<file path="config.mk">
export PLATFORM = sky130hd
export DESIGN_NAME = dmem_arbiter_flat
export DESIGN_NICKNAME = d
export VERILOG_FILES = /design/src/rtl/dmem_arbiter_pkg.sv /design/src/rtl/dmem_arbiter_if.sv /design/src/rtl/dmem_arbiter_rr_pick.sv /design/src/rtl/dmem_arbiter.sv /design/src/flat_wrapper.sv
export SDC_FILE = /design/constraint.sdc
export NUM_CORES = 1
export LEC_CHECK = 0
export ABC_CLOCK_PERIOD_IN_PS = 4400
export BUFFER_PORTS_ARGS = -buffer_cell sky130_fd_sc_hd__buf_2
export CAP_MARGIN = 20
export CORE_AREA = 2 2 119 121
export CTS_CLUSTER_DIAMETER = 60
export DETAILED_ROUTE_END_ITERATION = 8
export DIE_AREA = 0 0 121 123
export PLACE_DENSITY = 0.75
export SLEW_MARGIN = 20
export SYNTH_ARGS = -nofsm -noshare
export SYNTH_HDL_FRONTEND = slang
export SYNTH_SLANG_ARGS = --single-unit
</file>
<file path="constraint.sdc">
create_clock -name clock -period 4.4 [get_ports clock]
set_clock_uncertainty 0.15 [all_clocks]
set_input_delay 0 -clock clock [delete_from_list [all_inputs] [get_ports clock]]
set_output_delay 0 -clock clock [all_outputs]
set_load 0.02 [all_outputs]
</file>
<file path="src/rtl/dmem_arbiter_pkg.sv">
// dmem_arb_pkg: shared constants for the DataMemory arbiter.
// FSM state encoding, port indices, default bus width and memory depth.
package dmem_arb_pkg;

  localparam int DATA_W_DEF = 32;
  localparam int DEPTH_DEF  = 8;

  // FSM state encoding
  localparam logic [0:0] ST_IDLE  = 1'b0;
  localparam logic [0:0] ST_SERVE = 1'b1;

  // Requester port indices
  localparam logic PORT0 = 1'b0;
  localparam logic PORT1 = 1'b1;

  // One-hot mask of a port index
  function automatic logic [1:0] port_onehot(input logic p);
    return p ? 2'b10 : 2'b01;
  endfunction

endpackage

</file>
<file path="src/rtl/dmem_arbiter_if.sv">
// dmem_arbiter_if: both requester handshakes plus the DataMemory side.
// Handshake: a requester raises rX_req with rX_we/rX_addr/rX_wdata stable and
// holds them until the rising edge where rX_req && rX_gnt, which completes the
// access; a completed read returns rX_rdata with a one-cycle rX_rvalid pulse.
// The slave modport is the arbiter; master is the requesters plus memory.
interface dmem_arbiter_if #(
  parameter int DATA_W = 32
) ();
  logic              r0_req;
  logic              r0_we;
  logic [DATA_W-1:0] r0_addr;
  logic [DATA_W-1:0] r0_wdata;
  logic              r0_gnt;
  logic [DATA_W-1:0] r0_rdata;
  logic              r0_rvalid;
  logic              r0_err;

  logic              r1_req;
  logic              r1_we;
  logic [DATA_W-1:0] r1_addr;
  logic [DATA_W-1:0] r1_wdata;
  logic              r1_gnt;
  logic [DATA_W-1:0] r1_rdata;
  logic              r1_rvalid;
  logic              r1_err;

  logic [DATA_W-1:0] mem_addr;
  logic [DATA_W-1:0] mem_wdata;
  logic              mem_read;
  logic              mem_write;
  logic [DATA_W-1:0] mem_rdata;

  logic [0:0]        dbg_state;

  modport slave (
    input  r0_req, r0_we, r0_addr, r0_wdata,
    output r0_gnt, r0_rdata, r0_rvalid, r0_err,
    input  r1_req, r1_we, r1_addr, r1_wdata,
    output r1_gnt, r1_rdata, r1_rvalid, r1_err,
    output mem_addr, mem_wdata, mem_read, mem_write,
    input  mem_rdata,
    output dbg_state
  );

  modport master (
    output r0_req, r0_we, r0_addr, r0_wdata,
    input  r0_gnt, r0_rdata, r0_rvalid, r0_err,
    output r1_req, r1_we, r1_addr, r1_wdata,
    input  r1_gnt, r1_rdata, r1_rvalid, r1_err,
    input  mem_addr, mem_wdata, mem_read, mem_write,
    output mem_rdata,
    input  dbg_state
  );
endinterface

</file>
<file path="src/rtl/dmem_arbiter_rr_pick.sv">
// dmem_rr_pick: combinational two-way round-robin selector.
// Excluded ports cannot win; a tie between eligible ports goes to the pointer.
module dmem_rr_pick
  import dmem_arb_pkg::*;
(
  input  logic [1:0] req_i,
  input  logic       ptr_i,
  input  logic [1:0] excl_i,
  output logic       win_o,
  output logic       valid_o
);

  logic [1:0] elig;

  // Mask out excluded ports, then choose a lone requester or the pointer
  always_comb begin
    elig    = req_i & ~excl_i;
    valid_o = |elig;
    case (elig)
      2'b01:   win_o = PORT0;
      2'b10:   win_o = PORT1;
      default: win_o = ptr_i;
    endcase
  end

endmodule

</file>
<file path="src/rtl/dmem_arbiter.sv">
// dmem_arbiter: round-robin arbiter/sequencer in front of single-ported DataMemory.
// Each access takes exactly one SERVE cycle; at its completion edge the other
// port is served back-to-back if it is requesting.
// Optional: define DMEM_ARB_BOUNDS_CHECK_EN to turn accesses at addr >= DEPTH
// into a suppressed memory cycle with a one-cycle rX_err pulse.
module dmem_arbiter
  import dmem_arb_pkg::*;
#(
  parameter int DATA_W = DATA_W_DEF,
  parameter int DEPTH  = DEPTH_DEF
) (
  input  logic          clock,
  input  logic          reset,
  dmem_arbiter_if.slave bus
);

`ifdef DMEM_ARB_BOUNDS_CHECK_EN
  localparam logic CHECK_EN = 1'b1;
`else
  localparam logic CHECK_EN = 1'b0;
`endif

  logic [0:0]        state_q, state_d;
  logic              ptr_q, ptr_d;
  logic              win_q, win_d;
  logic              we_q, we_d;
  logic [DATA_W-1:0] addr_q, addr_d;
  logic [DATA_W-1:0] wdata_q, wdata_d;
  logic [1:0]        rvalid_q, rvalid_d;
  logic [1:0]        err_q, err_d;
  logic [DATA_W-1:0] rdata0_q, rdata0_d;
  logic [DATA_W-1:0] rdata1_q, rdata1_d;

  logic       serve;
  logic       oob;
  logic       pick_ptr;
  logic [1:0] pick_excl;
  logic       pick_win;
  logic       pick_valid;

  assign serve = (state_q == ST_SERVE);
  assign oob   = CHECK_EN && (addr_q >= DATA_W'(DEPTH));

  // While serving, only the other port may follow; when idle, plain round-robin
  always_comb begin
    pick_ptr  = serve ? ~win_q : ptr_q;
    pick_excl = serve ? port_onehot(win_q) : 2'b00;
  end

  dmem_rr_pick u_pick (
    .req_i   ({bus.r1_req, bus.r0_req}),
    .ptr_i   (pick_ptr),
    .excl_i  (pick_excl),
    .win_o   (pick_win),
    .valid_o (pick_valid)
  );

  // Next-state: completion bookkeeping, then load the next winner if any
  always_comb begin
    state_d  = state_q;
    ptr_d    = ptr_q;
    win_d    = win_q;
    we_d     = we_q;
    addr_d   = addr_q;
    wdata_d  = wdata_q;
    rvalid_d = 2'b00;
    err_d    = 2'b00;
    rdata0_d = rdata0_q;
    rdata1_d = rdata1_q;

    if (serve) begin
      ptr_d = ~win_q;
      if (oob) begin
        err_d = port_onehot(win_q);
      end else if (!we_q) begin
        rvalid_d = port_onehot(win_q);
        if (win_q == PORT0) rdata0_d = bus.mem_rdata;
        else                rdata1_d = bus.mem_rdata;
      end
    end

    if (pick_valid) begin
      state_d = ST_SERVE;
      win_d   = pick_win;
      we_d    = pick_win ? bus.r1_we    : bus.r0_we;
      addr_d  = pick_win ? bus.r1_addr  : bus.r0_addr;
      wdata_d = pick_win ? bus.r1_wdata : bus.r0_wdata;
    end else begin
      state_d = ST_IDLE;
    end
  end

  // State registers; async reset abandons any in-flight access
  always_ff @(posedge clock or negedge reset) begin
    if (!reset) begin
      state_q  <= ST_IDLE;
      ptr_q    <= PORT0;
      win_q    <= PORT0;
      we_q     <= 1'b0;
      addr_q   <= '0;
      wdata_q  <= '0;
      rvalid_q <= 2'b00;
      err_q    <= 2'b00;
      rdata0_q <= '0;
      rdata1_q <= '0;
    end else begin
      state_q  <= state_d;
      ptr_q    <= ptr_d;
      win_q    <= win_d;
      we_q     <= we_d;
      addr_q   <= addr_d;
      wdata_q  <= wdata_d;
      rvalid_q <= rvalid_d;
      err_q    <= err_d;
      rdata0_q <= rdata0_d;
      rdata1_q <= rdata1_d;
    end
  end

  // Output decode; memory strobes only during SERVE, address/data hold otherwise
  always_comb begin
    bus.mem_addr  = addr_q;
    bus.mem_wdata = wdata_q;
    bus.mem_read  = serve && !we_q && !oob;
    bus.mem_write = serve &&  we_q && !oob;
    bus.r0_gnt    = serve && (win_q == PORT0);
    bus.r1_gnt    = serve && (win_q == PORT1);
    bus.r0_rvalid = rvalid_q[0];
    bus.r1_rvalid = rvalid_q[1];
    bus.r0_err    = err_q[0];
    bus.r1_err    = err_q[1];
    bus.r0_rdata  = rdata0_q;
    bus.r1_rdata  = rdata1_q;
    bus.dbg_state = state_q;
  end

endmodule

</file>
<file path="src/flat_wrapper.sv">
// flat-port wrapper written by rule: the top's interface ports become plain ports
module dmem_arbiter_flat import dmem_arb_pkg::*;
#(
  parameter int DATA_W = DATA_W_DEF,
  parameter int DEPTH  = DEPTH_DEF
)
  (clock, reset, bus_r0_req, bus_r0_we, bus_r0_addr, bus_r0_wdata, bus_r0_gnt, bus_r0_rdata, bus_r0_rvalid, bus_r0_err, bus_r1_req, bus_r1_we, bus_r1_addr, bus_r1_wdata, bus_r1_gnt, bus_r1_rdata, bus_r1_rvalid, bus_r1_err, bus_mem_addr, bus_mem_wdata, bus_mem_read, bus_mem_write, bus_mem_rdata, bus_dbg_state);
  dmem_arbiter_if #(.DATA_W(DATA_W)) bus_i ();
  input  logic clock;
  input  logic reset;
  input wire logic [$bits(bus_i.r0_req)-1:0] bus_r0_req;
  input wire logic [$bits(bus_i.r0_we)-1:0] bus_r0_we;
  input wire logic [$bits(bus_i.r0_addr)-1:0] bus_r0_addr;
  input wire logic [$bits(bus_i.r0_wdata)-1:0] bus_r0_wdata;
  output wire logic [$bits(bus_i.r0_gnt)-1:0] bus_r0_gnt;
  output wire logic [$bits(bus_i.r0_rdata)-1:0] bus_r0_rdata;
  output wire logic [$bits(bus_i.r0_rvalid)-1:0] bus_r0_rvalid;
  output wire logic [$bits(bus_i.r0_err)-1:0] bus_r0_err;
  input wire logic [$bits(bus_i.r1_req)-1:0] bus_r1_req;
  input wire logic [$bits(bus_i.r1_we)-1:0] bus_r1_we;
  input wire logic [$bits(bus_i.r1_addr)-1:0] bus_r1_addr;
  input wire logic [$bits(bus_i.r1_wdata)-1:0] bus_r1_wdata;
  output wire logic [$bits(bus_i.r1_gnt)-1:0] bus_r1_gnt;
  output wire logic [$bits(bus_i.r1_rdata)-1:0] bus_r1_rdata;
  output wire logic [$bits(bus_i.r1_rvalid)-1:0] bus_r1_rvalid;
  output wire logic [$bits(bus_i.r1_err)-1:0] bus_r1_err;
  output wire logic [$bits(bus_i.mem_addr)-1:0] bus_mem_addr;
  output wire logic [$bits(bus_i.mem_wdata)-1:0] bus_mem_wdata;
  output wire logic [$bits(bus_i.mem_read)-1:0] bus_mem_read;
  output wire logic [$bits(bus_i.mem_write)-1:0] bus_mem_write;
  input wire logic [$bits(bus_i.mem_rdata)-1:0] bus_mem_rdata;
  output wire logic [$bits(bus_i.dbg_state)-1:0] bus_dbg_state;
  assign bus_i.r0_req = bus_r0_req;
  assign bus_i.r0_we = bus_r0_we;
  assign bus_i.r0_addr = bus_r0_addr;
  assign bus_i.r0_wdata = bus_r0_wdata;
  assign bus_r0_gnt = bus_i.r0_gnt;
  assign bus_r0_rdata = bus_i.r0_rdata;
  assign bus_r0_rvalid = bus_i.r0_rvalid;
  assign bus_r0_err = bus_i.r0_err;
  assign bus_i.r1_req = bus_r1_req;
  assign bus_i.r1_we = bus_r1_we;
  assign bus_i.r1_addr = bus_r1_addr;
  assign bus_i.r1_wdata = bus_r1_wdata;
  assign bus_r1_gnt = bus_i.r1_gnt;
  assign bus_r1_rdata = bus_i.r1_rdata;
  assign bus_r1_rvalid = bus_i.r1_rvalid;
  assign bus_r1_err = bus_i.r1_err;
  assign bus_mem_addr = bus_i.mem_addr;
  assign bus_mem_wdata = bus_i.mem_wdata;
  assign bus_mem_read = bus_i.mem_read;
  assign bus_mem_write = bus_i.mem_write;
  assign bus_i.mem_rdata = bus_mem_rdata;
  assign bus_dbg_state = bus_i.dbg_state;
  dmem_arbiter #(.DATA_W(DATA_W), .DEPTH(DEPTH)) u_core (.clock(clock), .reset(reset), .bus(bus_i));
endmodule
</file>
==> results_dict.tcl <==
set metrics [dict create \
    gr-total-overflow 0 \
    floorplan.initialDensity_pct 41.6 \
    fmax_mhz 346 \
    wl_um 18600 \
    ys_types 23 \
    diodes 0 \
    clock_power_share_pct 25.7 \
    wl_per_cell_um 16.9 \
    cts_buffers 17 \
    path_delay_family "buffers and inverters" \
    syn_inst 442 \
    hold_violations 0 \
    placed_area_um2 7210 \
    grt.total_usage_pct 24.6 \
    rsz0062_at_grt "no" \
    clk_latency_ns 0.41 \
    synth_ff_type "dfrtp_1" \
    clk_pin_slew_ns 0.06 \
    antenna_found_initial 0 \
    post_cts_buffers 0 \
    clockRootBuffer "clkbuf_16" \
    grt_max_degree 91 \
    nNetsFinal 1070 \
    status "finished clean" \
    maxSlewViolCount 0 \
    ant_nets 0 \
    power_density_nw_per_um2 593 \
    drt_iter0_markers 234 \
    internal-power_w 0.00358 \
    dr_total_vias 5342 \
    synth_area_leaders "dfrtp_1 59%, mux2i_1 12%, mux2_2 10%" \
    grt_pass1_vias 5945 \
    syn_area_per_cell_um2 12.8 \
    cp.required_ns 4.51 \
    min_period_ns 2.89 \
    grt_pass1_wl_um 28400 \
    ctsLongestPathBuffers 2 \
    power.leakage_nw 4.62 \
    crit_fanout 42 \
    crit_type "reg2reg" \
    drc 0 \
    worstPathCellList "nand2b_1 -> o31ai_4 -> buf_4 -> buf_16 -> mux2i_1 -> dlygate4sd3_1 -> a21oi_1" \
    crit_path_start_kind "register" \
    io_pins 303 \
    dr.pass1.iters 4 \
    cts.sinks 134 \
    ys_ff_latch 134 \
    die-area_um2 14900 \
    critPathBufInv 3 \
    cp-end-kind "register" \
    drive_above_1_share_pct 42.6 \
    fin_tns_setup_ns 0 \
    drv_cap 0 \
    synth-seq-area-share_pct 59.3 \
    utilization_pct 69.8 \
    finalSetupViolCount 0 \
    fillCellCount 923 \
    multi_input_area_um2 2070 \
    cp_data_arrival_time_ns 3.01 \
    crit_path_top_delay_cell "dlygate4sd3_1" \
    cts-resized-gates 0 \
    fin_crit_sh_pct 65.8 \
    synth_top_area_share_pct 59.3 \
    cts_tree "done" \
    gp_congestion 0.792 \
    power_switching_w 0.00206 \
    dp_hpwl_um 10500 \
    synth_warnings 0 \
    worst_slew_pin_slew_ns 0.953 \
    rows 43 \
    synth_area_leader_cell "dfrtp_1" \
    postLayoutCellArea_um2 9500 \
    synth_top_cells_by_count "134 x dfrtp_1, 67 x nor2_1, 66 x a21oi_1, 66 x mux2i_1, 51 x mux2_2" \
    peakVddDrop_mv 0.463 \
    syn_area_um2 5660 \
    max_stage_delay_ns 0.62 \
    hold_path.class "in2async" \
    syn_to_final_growth_pct 67.8 \
    postSynth.asyncResetShare_pct 100 \
    synth_edf_count 0 \
    die_h_um 123 \
    yosysMostFrequentCell "dfrtp_1" \
    die_width_um 121 \
    vias_per_cell 4.87 \
    h-tree-depth 4 \
    sw_frac_of_total_pct 36.5 \
    io_buffers 300 \
    maxSlewHeadroom_pct 36.3 \
    pwr-share-seq_pct 34.7 \
    share_comb_of_total_power_pct 39.6 \
    core_um2 13600 \
    seqCellArea_um2 3350 \
]
per-layer routing:
layer,vias up,wire length [um],global-route usage [%]
li1,2455,-,-
met1,2591,6590,25.4
met2,229,10100,45.4
met3,67,1140,6.37
met4,0,782,13.7
met5,-,0,0
worst reg2reg max path, delay by kind of cell (launching register included):
kind / cells / cell delay (ns)
buffers and inverters: 3 / 1.36
DFF: 1 / 0.52
muxes: 1 / 0.31
and+or+nand+nor: 1 / 0.24
AOI/OAI and AO/OA: 2 / 0.18
path summary, 6_finish.rpt:
path | from | to | slack, ns | depth (start not counted)
hold / removal | reset | u_core.rvalid_q[0] | 0.10 | 2
max in group asynchronous | reset | u_core.bus.mem_addr[14] | 2.86 | 3
setup / recovery | u_core.bus.dbg_state | u_core.bus.mem_addr[14] | 1.51 | 7
hold reg to reg | u_core.bus.r0_rdata[28] | u_core.bus.r0_rdata[28] | 0.33 | 1
setup reg to reg | u_core.bus.dbg_state | u_core.bus.mem_addr[14] | 1.51 | 7
min in group clock | bus_mem_rdata[13] | u_core.bus.r0_rdata[13] | 0.20 | 3
per-stage QoR:
step                      cells  hold WS, ns  worst slack [ns]  total power (W)
after floorplan             443       -0.446              2.58          0.00322
after global placement      899      -0.0432              2.05          0.00386
after detailed placement    899      -0.0248              1.90          0.00394
after CTS                  1096        0.105              1.40          0.00562
after global routing       1097        0.170              1.37          0.00591
final                      1097        0.101              1.51          0.00563
repair_timing:
| item | in CTS | in global routing |
|---|---|---|
| hold buffers | 165 | 0 |
| endpoints found under the setup margin | 0 | 0 |
| hold endpoints to repair | 219 | 0 |
layout by cell type (no fill, tap or decap), types with 2 or more instances in the layout:
cell type | netlist | final
a21oi_1 | 66 | 66
and2_1 | 2 | 2
buf_2 | 9 | 299
buf_4 | 6 | 5
bufinv_16 | 0 | 3
clkbuf_1 | 8 | 2
clkbuf_16 | 0 | 17
clkbuf_8 | 0 | 2
clkinv_2 | 0 | 2
clkinvlp_4 | 0 | 4
conb_1 | 1 | 2
dfrtp_1 | 134 | 134
dlygate4sd3_1 | 0 | 165
inv_1 | 4 | 4
inv_6 | 0 | 2
mux2_1 | 13 | 13
mux2_2 | 51 | 51
mux2i_1 | 66 | 66
nor2_1 | 67 | 67
kinds of logic after synthesis:
family | count (synthesis) | synth area share, %
mux | 130 | 24.4
other cells | 1 | 0.0663
flops | 134 | 59.3
buf+inv | 33 | 4.42
simple gates | 73 | 5.09
compound gates | 71 | 6.77
registers in the layout, indices dropped and copies added, names as in the netlist:
| name | flops |
|---|---|
| u_core.bus.dbg_state | 1 |
| u_core.bus.mem_addr | 32 |
| u_core.bus.mem_wdata | 32 |
| u_core.bus.r0_rdata | 32 |
| u_core.bus.r1_rdata | 32 |
| u_core.ptr_q | 1 |
| u_core.rvalid_q | 2 |
| u_core.we_q | 1 |
| u_core.win_q | 1 |
final cells by class:
type / count / share of cell area (%)
tap: 180 / 2.37
inverter: 4 / 0.158
multi-input combinational: 276 / 21.8
clock buffer: 21 / 4.85
timing repair buffer: 471 / 33.9
clock inverter: 11 / 1.55
sequential: 134 / 35.3
power by group through the flow:
stage                     Clock [W]  Sequential (W)  Combinational, W
after CTS                   0.00148         0.00194           0.00220
after global routing        0.00153         0.00201           0.00236
after detailed placement          0         0.00195           0.00199
after floorplan                   0         0.00251          0.000707
after global placement            0         0.00193           0.00193
final                       0.00145         0.00195           0.00223
No activity file was read; power rests on OpenSTA's default activity.
